[config.mk]
export PLATFORM = sky130hd
export DESIGN_NAME = keypad_scanner
export DESIGN_NICKNAME = d
export VERILOG_FILES = /design/src/rtl/keypad_pkg.sv /design/src/rtl/keypad_scanner_sync_2ff.sv /design/src/rtl/keypad_scanner.sv
export SDC_FILE = /design/constraint.sdc
export NUM_CORES = 1
export LEC_CHECK = 0
export BUFFER_PORTS_ARGS = -buffer_cell sky130_fd_sc_hd__buf_2
export CAP_MARGIN = 15
export CORE_MARGIN = 10
export CORE_UTILIZATION = 30
export CTS_CLUSTER_SIZE = 12
export DETAILED_ROUTE_END_ITERATION = 8
export PLACE_DENSITY = 0.44
export SYNTH_ARGS = -nofsm -noshare
export SYNTH_HDL_FRONTEND = slang
export SYNTH_SLANG_ARGS = --single-unit
[constraint.sdc]
create_clock -name clk -period 3.8 [get_ports clk]
set_input_delay 0.19 -clock clk [delete_from_list [all_inputs] [get_ports clk]]
set_output_delay 0.19 -clock clk [all_outputs]
set_load 0.1 [all_outputs]
[src/rtl/keypad_pkg.sv]
// Shared types, key constants and the row/column to key-code map for the keypad scanner.
package keypad_pkg;

  typedef enum logic [1:0] {S_SCAN, S_DEBOUNCE, S_HELD} kp_state_t;

  localparam logic [3:0] KEY_STAR = 4'hE;
  localparam logic [3:0] KEY_HASH = 4'hF;

  // Physical layout: r0 "1 2 3 A", r1 "4 5 6 B", r2 "7 8 9 C", r3 "* 0 # D"
  function automatic logic [3:0] kp_map(input logic [1:0] row_idx, input logic [1:0] col_idx);
    logic [3:0] code;
    case ({row_idx, col_idx})
      4'h0: code = 4'h1;
      4'h1: code = 4'h2;
      4'h2: code = 4'h3;
      4'h3: code = 4'hA;
      4'h4: code = 4'h4;
      4'h5: code = 4'h5;
      4'h6: code = 4'h6;
      4'h7: code = 4'hB;
      4'h8: code = 4'h7;
      4'h9: code = 4'h8;
      4'hA: code = 4'h9;
      4'hB: code = 4'hC;
      4'hC: code = KEY_STAR;
      4'hD: code = 4'h0;
      4'hE: code = KEY_HASH;
      default: code = 4'hD;
    endcase
    return code;
  endfunction

endpackage

[src/rtl/keypad_scanner_sync_2ff.sv]
// Two-flop synchronizer for asynchronous inputs, with a configurable reset value.
module sync_2ff #(
  parameter int              WIDTH   = 4,
  parameter logic [WIDTH-1:0] RST_VAL = '1
) (
  input  logic             clk,
  input  logic             rst,
  input  logic [WIDTH-1:0] d,
  output logic [WIDTH-1:0] q
);

  logic [WIDTH-1:0] meta;

  // Two back-to-back flops; only q is safe to use in the clk domain.
  always_ff @(posedge clk or negedge rst) begin
    if (!rst) begin
      meta <= RST_VAL;
      q    <= RST_VAL;
    end else begin
      meta <= d;
      q    <= meta;
    end
  end

endmodule

[src/rtl/keypad_scanner.sv]
// 4x4 keypad scanner: walks an active-low row strobe, debounces single-key
// presses and releases, and emits one key_valid pulse per physical press.
module keypad_scanner
  import keypad_pkg::*;
#(
  parameter int SCAN_DIV       = 27000,
  parameter int DEBOUNCE_SCANS = 4
) (
  input  logic       clk,
  input  logic       rst,
  input  logic [3:0] col,
  output logic [3:0] row,
  output logic [3:0] key_code,
  output logic       key_valid,
  output logic       key_held
);

  localparam int DW = $clog2(SCAN_DIV);
  localparam int CW = $clog2(DEBOUNCE_SCANS + 1);
  localparam logic [DW-1:0] DIV_LAST = DW'(SCAN_DIV - 1);
  localparam logic [CW-1:0] DB_MAX   = CW'(DEBOUNCE_SCANS);

  logic [3:0]    col_s;
  logic [DW-1:0] div;
  logic          tick;
  kp_state_t     state, state_n;
  logic [1:0]    row_idx, row_idx_n;
  logic [1:0]    lat_col, lat_col_n;
  logic [CW-1:0] cnt, cnt_n, cnt_inc;
  logic [3:0]    key_code_n;
  logic          key_valid_n, key_held_n;
  logic          cand;
  logic [1:0]    cand_col;
  logic          all_high;

  sync_2ff #(.WIDTH(4), .RST_VAL(4'b1111)) u_col_sync (
    .clk (clk),
    .rst (rst),
    .d   (col),
    .q   (col_s)
  );

  assign tick     = (div == DIV_LAST);
  assign row      = ~(4'b0001 << row_idx);
  assign all_high = &col_s;
  assign cnt_inc  = (cnt >= DB_MAX) ? cnt : cnt + CW'(1);

  // Row dwell divider; tick marks the end of each dwell.
  always_ff @(posedge clk or negedge rst) begin
    if (!rst) div <= '0;
    else if (tick) div <= '0;
    else div <= div + DW'(1);
  end

  // A press is only a candidate when exactly one column is pulled low.
  always_comb begin
    cand     = 1'b0;
    cand_col = 2'd0;
    case (col_s)
      4'b1110: begin cand = 1'b1; cand_col = 2'd0; end
      4'b1101: begin cand = 1'b1; cand_col = 2'd1; end
      4'b1011: begin cand = 1'b1; cand_col = 2'd2; end
      4'b0111: begin cand = 1'b1; cand_col = 2'd3; end
      default: ;
    endcase
  end

  // Scan/debounce/held state and datapath registers.
  always_ff @(posedge clk or negedge rst) begin
    if (!rst) begin
      state     <= S_SCAN;
      row_idx   <= 2'd0;
      lat_col   <= 2'd0;
      cnt       <= '0;
      key_code  <= 4'h0;
      key_valid <= 1'b0;
      key_held  <= 1'b0;
    end else begin
      state     <= state_n;
      row_idx   <= row_idx_n;
      lat_col   <= lat_col_n;
      cnt       <= cnt_n;
      key_code  <= key_code_n;
      key_valid <= key_valid_n;
      key_held  <= key_held_n;
    end
  end

  // Next-state logic; everything moves only on tick. Row is frozen while debouncing/held.
  always_comb begin
    state_n     = state;
    row_idx_n   = row_idx;
    lat_col_n   = lat_col;
    cnt_n       = cnt;
    key_code_n  = key_code;
    key_held_n  = key_held;
    key_valid_n = 1'b0;
    if (tick) begin
      case (state)
        S_SCAN: begin
          if (cand) begin
            lat_col_n = cand_col;
            if (DEBOUNCE_SCANS <= 1) begin
              key_code_n  = kp_map(row_idx, cand_col);
              key_valid_n = 1'b1;
              key_held_n  = 1'b1;
              cnt_n       = '0;
              state_n     = S_HELD;
            end else begin
              cnt_n   = CW'(1);
              state_n = S_DEBOUNCE;
            end
          end else begin
            row_idx_n = row_idx + 2'd1;
          end
        end
        S_DEBOUNCE: begin
          if (cand && cand_col == lat_col) begin
            if (cnt_inc >= DB_MAX) begin
              key_code_n  = kp_map(row_idx, lat_col);
              key_valid_n = 1'b1;
              key_held_n  = 1'b1;
              cnt_n       = '0;
              state_n     = S_HELD;
            end else begin
              cnt_n = cnt_inc;
            end
          end else begin
            cnt_n     = '0;
            row_idx_n = row_idx + 2'd1;
            state_n   = S_SCAN;
          end
        end
        S_HELD: begin
          if (all_high) begin
            if (cnt_inc >= DB_MAX) begin
              key_held_n = 1'b0;
              cnt_n      = '0;
              row_idx_n  = row_idx + 2'd1;
              state_n    = S_SCAN;
            end else begin
              cnt_n = cnt_inc;
            end
          end else begin
            cnt_n = '0;
          end
        end
        default: begin
          cnt_n   = '0;
          state_n = S_SCAN;
        end
      endcase
    end
  end

endmodule

==> results of run 1 <==
## cell usage in the layout, fill, tap and decap left out, types with 4 or more instances in the layout
| cell | n |
|---|---|
| a21oi_1 | 5 |
| buf_2 | 15 |
| clkbuf_8 | 5 |
| dfrtp_1 | 30 |
| dfstp_2 | 8 |
| dlygate4sd3_1 | 4 |
| ha_1 | 12 |
| inv_1 | 12 |
| mux2_2 | 6 |
| nand2_1 | 23 |
| nand3_1 | 8 |
| nand4_1 | 4 |
| nand4b_1 | 4 |
| nor2_1 | 17 |
| nor3_1 | 7 |
| o21ai_0 | 6 |
| xnor2_1 | 5 |
| xor2_1 | 9 |
## cell families after synthesis
family,count (synthesis),share of synthesized area [%]
simple gates,85,23.06
flops,38,46.97
compound gates,22,7.645
buf+inv,20,4.158
xor+xnor,14,5.994
fa+ha+maj,12,7.339
mux,9,4.832
## sequential cells by signal, summed over array words and instances, names as in the netlist, 2 cells and up
name and flops:
cnt 3, state 2, div 15, lat_col 2
u_col_sync.q 4, row_idx 2, u_col_sync.meta 4, key_code 4
## what timing repair did
item | CTS | global route
setup endpoints to repair | 0 | 0
hold endpoints to repair | 4 | 0
hold buffers | 4 | 0
## routing by layer
metal | GRT usage (%) | vias to the layer above | wire [microns]
li1 | - | 723 | -
met1 | 10.34 | 667 | 1862
met2 | 13.20 | 20 | 1809
met3 | 2.681 | 2 | 209
met4 | 2.278 | 0 | 27
met5 | 0 | - | 0
## power by group
| group | internal, mW | switching, mW |
|---|---|---|
| registers | 0.412 | 0.00502 |
| logic | 0.0103 | 0.0153 |
| clock network | 0.129 | 0.146 |
## cell type report
| type | instances | area, sq um | area share, % |
|---|---|---|---|
| well taps | 80 | 100.1 | 4.331 |
| multi-input cells | 142 | 999.7 | 43.26 |
| flip-flops and latches | 38 | 960.9 | 41.58 |
| clock buffers | 5 | 68.82 | 2.978 |
| clock inverters | 3 | 21.27 | 0.9204 |
| inverters | 12 | 45.04 | 1.949 |
| repair buffers | 19 | 115.1 | 4.981 |
## stage by stage
stage               hold slack (ns)  setup slack, ns
global placement             0.2948            1.334
finish                     0.003172            1.286
global route                0.07705            1.032
CTS                         0.04298            1.258
detailed placement           0.2962            1.278
floorplan                   -0.1056            1.707
## worst register-to-register path: stages, from the launching register on
cell      delay, ns
dfrtp_1        0.43
nand4b_1       0.24
or4_4          0.53
nor3_4         0.54
nand2_1        0.14
nor3_2         0.19
mux2_1         0.33
## Yosys cell counts (all sizes together) (3+ instances only)
cell	n	share of area, %
a21oi	5	1.2
buf	5	1.4
clkbuf	3	0.55
dfrtp	30	37
dfstp	8	10
ha	12	7.3
inv	12	2.2
mux2	7	3.9
nand2	23	4.2
nand3	9	2.4
nand4	4	1.2
nand4b	4	1.7
nor2	17	3.1
nor3	9	3.0
o21ai	6	1.5
or3	3	1.2
xnor2	5	2.1
xor2	9	3.9
## final timing paths
check,start,endpoint,slack (ns),cells after the start
max reg2reg,div[3]$_DFF_PN0_,row_idx[1]$_DFFE_PN0P_,1.29,6
min reg2reg,u_col_sync.meta[1]$_DFF_PN1_,u_col_sync.q[1]$_DFF_PN1_,0.36,0
max in group asynchronous,rst,div[10]$_DFF_PN0_,3.27,1
min in group clk,u_col_sync.meta[1]$_DFF_PN1_,u_col_sync.q[1]$_DFF_PN1_,0.36,0
max,div[3]$_DFF_PN0_,row_idx[1]$_DFFE_PN0P_,1.29,6
min,rst,key_held$_DFFE_PN0P_,0.003,1
==> results.md, run 1 <==
* Status: complete, no violations
* Number of port buffers at 15
* Post-placement cell area at 2181 sq um
* Postcts setup bufs at 0
* Final core occ at 34.39%
* Number of global-route vias before repair at 1461
* Vias at 1412
* TritonCTS clock tree: built
* Distinct cell type count after synthesis at 47
* Die Span Y at 102.6 microns
* Pwr Total at 0.7178 mW
* Worst Setup End Kind: flip-flop
* Clock Path Buffers at 2
* DR DRC count at 0
* Core area at 6719 sq um
* Final Cell Area at 2311 sq um
* Crit Path Max Fanout at 15
* Post-Syn Instances at 200
* Overall routing resource usage at 8.233%
* CTS resizes at 0
* IO Pins at 16
* Fin. Hold Viols at 0
* Worst Skew at 0.005766 ns
* Final min period at 2.514 ns
* GPL Wtd Cong at 0.7449
* Overall die width at 102.6 microns
* Number of max-cap violations at 0
* Post-DRT Antenna Nets at 0
* Grt ovf at 0
* Pwr per Cell Area at 310.6 nW/um^2
* Synth async-reset ratio at 100.0%
* # diodes at 0
* CP Cell Sequence: nand4b_1, or4_4, nor3_4, nand2_1, nor3_2, mux2_1
* Worst rel slew slack at 44.16%
* Post-synthesis instance area at 2046 sq um
* DR WL/cell at 13.07 microns
* Share of layout cells above drive strength 1 at 21.46%
* RSZ-0062 raised after global routing: no
* Top FF cell, synth: dfrtp_1
* Synthesized net count at 218
* CP required at 3.97 ns
* Fin crit share at 66.16%
* First-pass DRT Iterations at 4
* Flops & latches, synth at 38
* Crit Path Category: reg -> reg
* Effective utilization at floorplan at 30.45%
* Number of flops mapped to enable cells by yosys at 0
* Post-synthesis sequential area ratio at 46.97%
* CP max-delay cell: nor3_4
* Leak at 1.035 nW
* DRT iter0 DRCs at 78
* Setup TNS at 0 ns
* CP Launch Type: flip-flop
* Fill cells at 686
* Cells after DPL at 287
* Sum of buffers and inverters on the critical path at 0
* Pins Over Slew Limit at 0
* TritonCTS buffer count at 5
* Initial antenna violation count at 0
* CTS root buf: clkbuf_8
* H-tree levels at 2
* Final net count at 236
* Layout Cells excl Fill at 299
* Die area at 10520 sq um
* Largest net degree at the start of global routing at 39
* Clock-pin slew on the worst setup and hold paths at 0.08 ns
* Slowest stage delay, CP at 0.54 ns
* Area Growth Syn to Fin at 12.97%
* Clock sinks at 38
* Wirelength, routed at 3909 microns
* Final setup fails at 0
* Total number of yosys warnings at 0
* FP Rows at 30
* First-pass GRT wire length at 7044 microns
* Data arrival time of the critical path at 2.69 ns
* Detailed Place HPWL at 2817 microns
* Avg Vias per Cell at 4.722
* Synth Area per Inst at 10.23 sq um
* Hold Crit Class: in -> async
* Max Fclk at 397.8 MHz
* Worst-Margin Slew at 0.8377 ns
* VDD IR-drop max at 156.3 uV
* Cell family with most CP delay: simple AND/OR/NAND/NOR gates
* Clk_lat worst skew at 0.28 ns
Power figures use the tool's default switching activity.
==> run 2, diff against run 1 <==
--- a/config.mk
+++ b/config.mk
@@ -11,7 +11,7 @@
 export CORE_UTILIZATION = 30
 export CTS_CLUSTER_SIZE = 12
 export DETAILED_ROUTE_END_ITERATION = 8
-export PLACE_DENSITY = 0.44
+export PLACE_DENSITY = 0.45
 export SYNTH_ARGS = -nofsm -noshare
 export SYNTH_HDL_FRONTEND = slang
 export SYNTH_SLANG_ARGS = --single-unit
==> constraint.sdc (replaced) <==
create_clock -name clk -period 2.2 [get_ports clk]
set_input_delay 0.11 -clock clk [delete_from_list [all_inputs] [get_ports clk]]
set_output_delay 0.11 -clock clk [all_outputs]
set_load 0.1 [all_outputs]
==> run 2 against run 1 <==
Against the previous run: combinational power grew 120%; global-route usage grew 0.085 points; final area grew 7.9%; clock-buffer cell count is the same; clock skew shrank 0.0014 ns; cell count grew 5.0%; utilization grew 2.7 points; routed wire length grew 2.8%; via count grew 3.1%; register-to-register slack lost 1.2 ns; setup slack lost 1.2 ns; sequential share of layout area shrank 3.0 points; critical path type unchanged.
==> results.md, run 2 (same netlist as run 1, synthesis figures left out) <==
* CTS root buf: clkbuf_8
* RSZ-0062 raised after global routing: yes
* Fin crit share at 97.24% (+31 points)
* Wirelength, routed at 4017 microns (+2.8%)
* Clock-pin slew on the worst setup and hold paths at 0.08 ns (about the same)
* Largest net degree at the start of global routing at 39 (unchanged)
* Status: complete, no violations
* Data arrival time of the critical path at 2.32 ns (-0.37 ns)
* Post-placement cell area at 2248 sq um (+3.1%)
* Worst Skew at 0.004358 ns (-0.001408 ns)
* Max reg flops at 15 (unchanged)
* Overall routing resource usage at 8.318% (+0.085 points)
* DR DRC count at 0 (unchanged)
* Clock sinks at 38 (unchanged)
* IO Pins at 16 (unchanged)
* Detailed Place HPWL at 2842 microns (+0.88%)
* # diodes at 0 (unchanged)
* Hold path depth at 0
* Initial antenna violation count at 0 (unchanged)
* Effective utilization at floorplan at 30.45% (unchanged)
* Final min period at 2.139 ns (-0.3747 ns)
* CP required at 2.38 ns (-1.59 ns)
* Fin. Hold Viols at 0 (unchanged)
* Most flops, register: div
* Grt ovf at 0 (unchanged)
* Core area at 6719 sq um (unchanged)
* First-pass DRT Iterations at 4 (unchanged)
* Avg Vias per Cell at 4.637 (-1.8%)
* Number of global-route vias before repair at 1482 (+1.4%)
* Vias at 1456 (+3.1%)
* Overall die width at 102.6 microns (unchanged)
* H-tree levels at 2 (unchanged)
* First-pass GRT wire length at 7031 microns (-0.18%)
* Post-DRT Antenna Nets at 0 (unchanged)
* DRT iter0 DRCs at 30 (-62%)
* Cells after DPL at 296 (+3.1%)
* Worst Setup End Kind: flip-flop
* Final Cell Area at 2492 sq um (+7.9%)
* Worst-Margin Slew at 0.8343 ns (-0.003404 ns)
* CP Launch Type: flip-flop
* Worst rel slew slack at 44.38% (+0.23 points)
* Hold Crit Class: reg -> reg
* Number of port buffers at 15 (unchanged)
* FP Rows at 30 (unchanged)
* Leak at 1.116 nW (+7.8%)
* TritonCTS clock tree: built
* Pwr per Cell Area at 549.2 nW/um^2 (+77%)
* Area Growth Syn to Fin at 21.83%
* DR WL/cell at 12.79 microns (-2.1%)
* TritonCTS buffer count at 5 (unchanged)
* Number of max-cap violations at 0 (unchanged)
* VDD IR-drop max at 295.9 uV (+89%)
* Layout Cells excl Fill at 314 (+5.0%)
* Crit Path Max Fanout at 6 (-9)
* Pins Over Slew Limit at 0 (unchanged)
* Final net count at 251 (+6.4%)
* Commonest non-fill, non-tap cell in the layout: dfrtp_1
* Reg2reg path depth at 7 (+1)
* Clock Path Buffers at 2 (unchanged)
* Crit Path Category: reg -> reg
* Clk_lat worst skew at 0.29 ns (about the same)
* GPL Wtd Cong at 0.7327 (-1.6%)
* Final setup fails at 0 (unchanged)
* Share of layout cells above drive strength 1 at 29.06% (+7.6 points)
* Die Span Y at 102.6 microns (unchanged)
* Max Fclk at 467.4 MHz (+18%)
* Commonest cells after routing, fill and taps aside: dfrtp_1, nand2_1, nor2_1, buf_2, buf_4
* Die area at 10520 sq um (unchanged)
==> run 2: metal layers <==
metal | wire [microns] | vias to the layer above | GRT usage, %
met5 | 0 | - | 0
met4 | 45 | 0 | 2.928
met3 | 182 | 4 | 2.413
met2 | 1831 | 19 | 13.05
met1 | 1958 | 685 | 10.63
li1 | - | 748 | -
==> run 2: path summary, 6_finish.rpt <==
| path | end | startpoint | slack [ns] |
|---|---|---|---|
| max | row_idx[1]$_DFFE_PN0P_ | u_col_sync.q[3]$_DFF_PN1_ | 0.06 |
| min | u_col_sync.q[2]$_DFF_PN1_ | u_col_sync.meta[2]$_DFF_PN1_ | 0.36 |
| max reg2reg | row_idx[1]$_DFFE_PN0P_ | u_col_sync.q[3]$_DFF_PN1_ | 0.06 |
| min reg2reg | u_col_sync.q[2]$_DFF_PN1_ | u_col_sync.meta[2]$_DFF_PN1_ | 0.36 |
| max in group asynchronous | div[0]$_DFF_PN0_ | rst | 1.22 |
| min in group asynchronous | key_code[1]$_DFFE_PN0P_ | rst | 0.46 |
==> run 2: through the flow <==
step / power (mW) / TNS (ns) / hold WS, ns / setup slack (ns) / util, %
floorplan: 0.7534 / 0 / -0.1856 / 0.1071 / -
global placement: 0.7768 / 0 / 0.2156 / 0.02218 / 33.46
detailed placement: 0.7769 / 0 / 0.2162 / 0.01126 / 33.46
CTS: 1.389 / -0.007252 / 0.3590 / -0.005527 / 35.98
global route: 1.435 / -0.04708 / 0.3624 / -0.02152 / 37.10
finish: 1.369 / 0 / 0.3576 / 0.06067 / 37.10
==> run 2: critical path: stages (launching register included) <==
cell and delay [ns]:
dfstp_2 0.58, nand2_2 0.06, and4b_1 0.21, or3_4 0.38, a211oi_4 0.31, buf_6 0.16
nor3_4 0.04, mux2_4 0.28
==> run 2: timing repair <==
| item | CTS | global route |
|---|---|---|
| buffers inserted | 0 | 5 |
| pin swaps | 0 | 4 |
| resized for setup | 1 | 10 |
| hold buffers | 5 | 0 |
| endpoints found under the setup margin | 3 | 7 |
| endpoints found under the hold margin | 34 | 0 |
==> run 2: layout make-up <==
cell class                      count  area [sq um]
Tap cell                           80         100.1
Fill cell                         685          4227
Inverter                           12         45.04
Clock inverter                      3         45.04
Timing Repair Buffer               34         234.0
Clock buffer                        5         68.82
Sequential cell                    38         960.9
Multi-Input combinational cell    142          1039
==> run 2: report_power, final <==
group / internal [mW] / leakage (nW) / switching, mW
Clock: 0.337 / 0.0504 / 0.256
Combinational: 0.0252 / 0.577 / 0.0305
Sequential: 0.712 / 0.489 / 0.00788
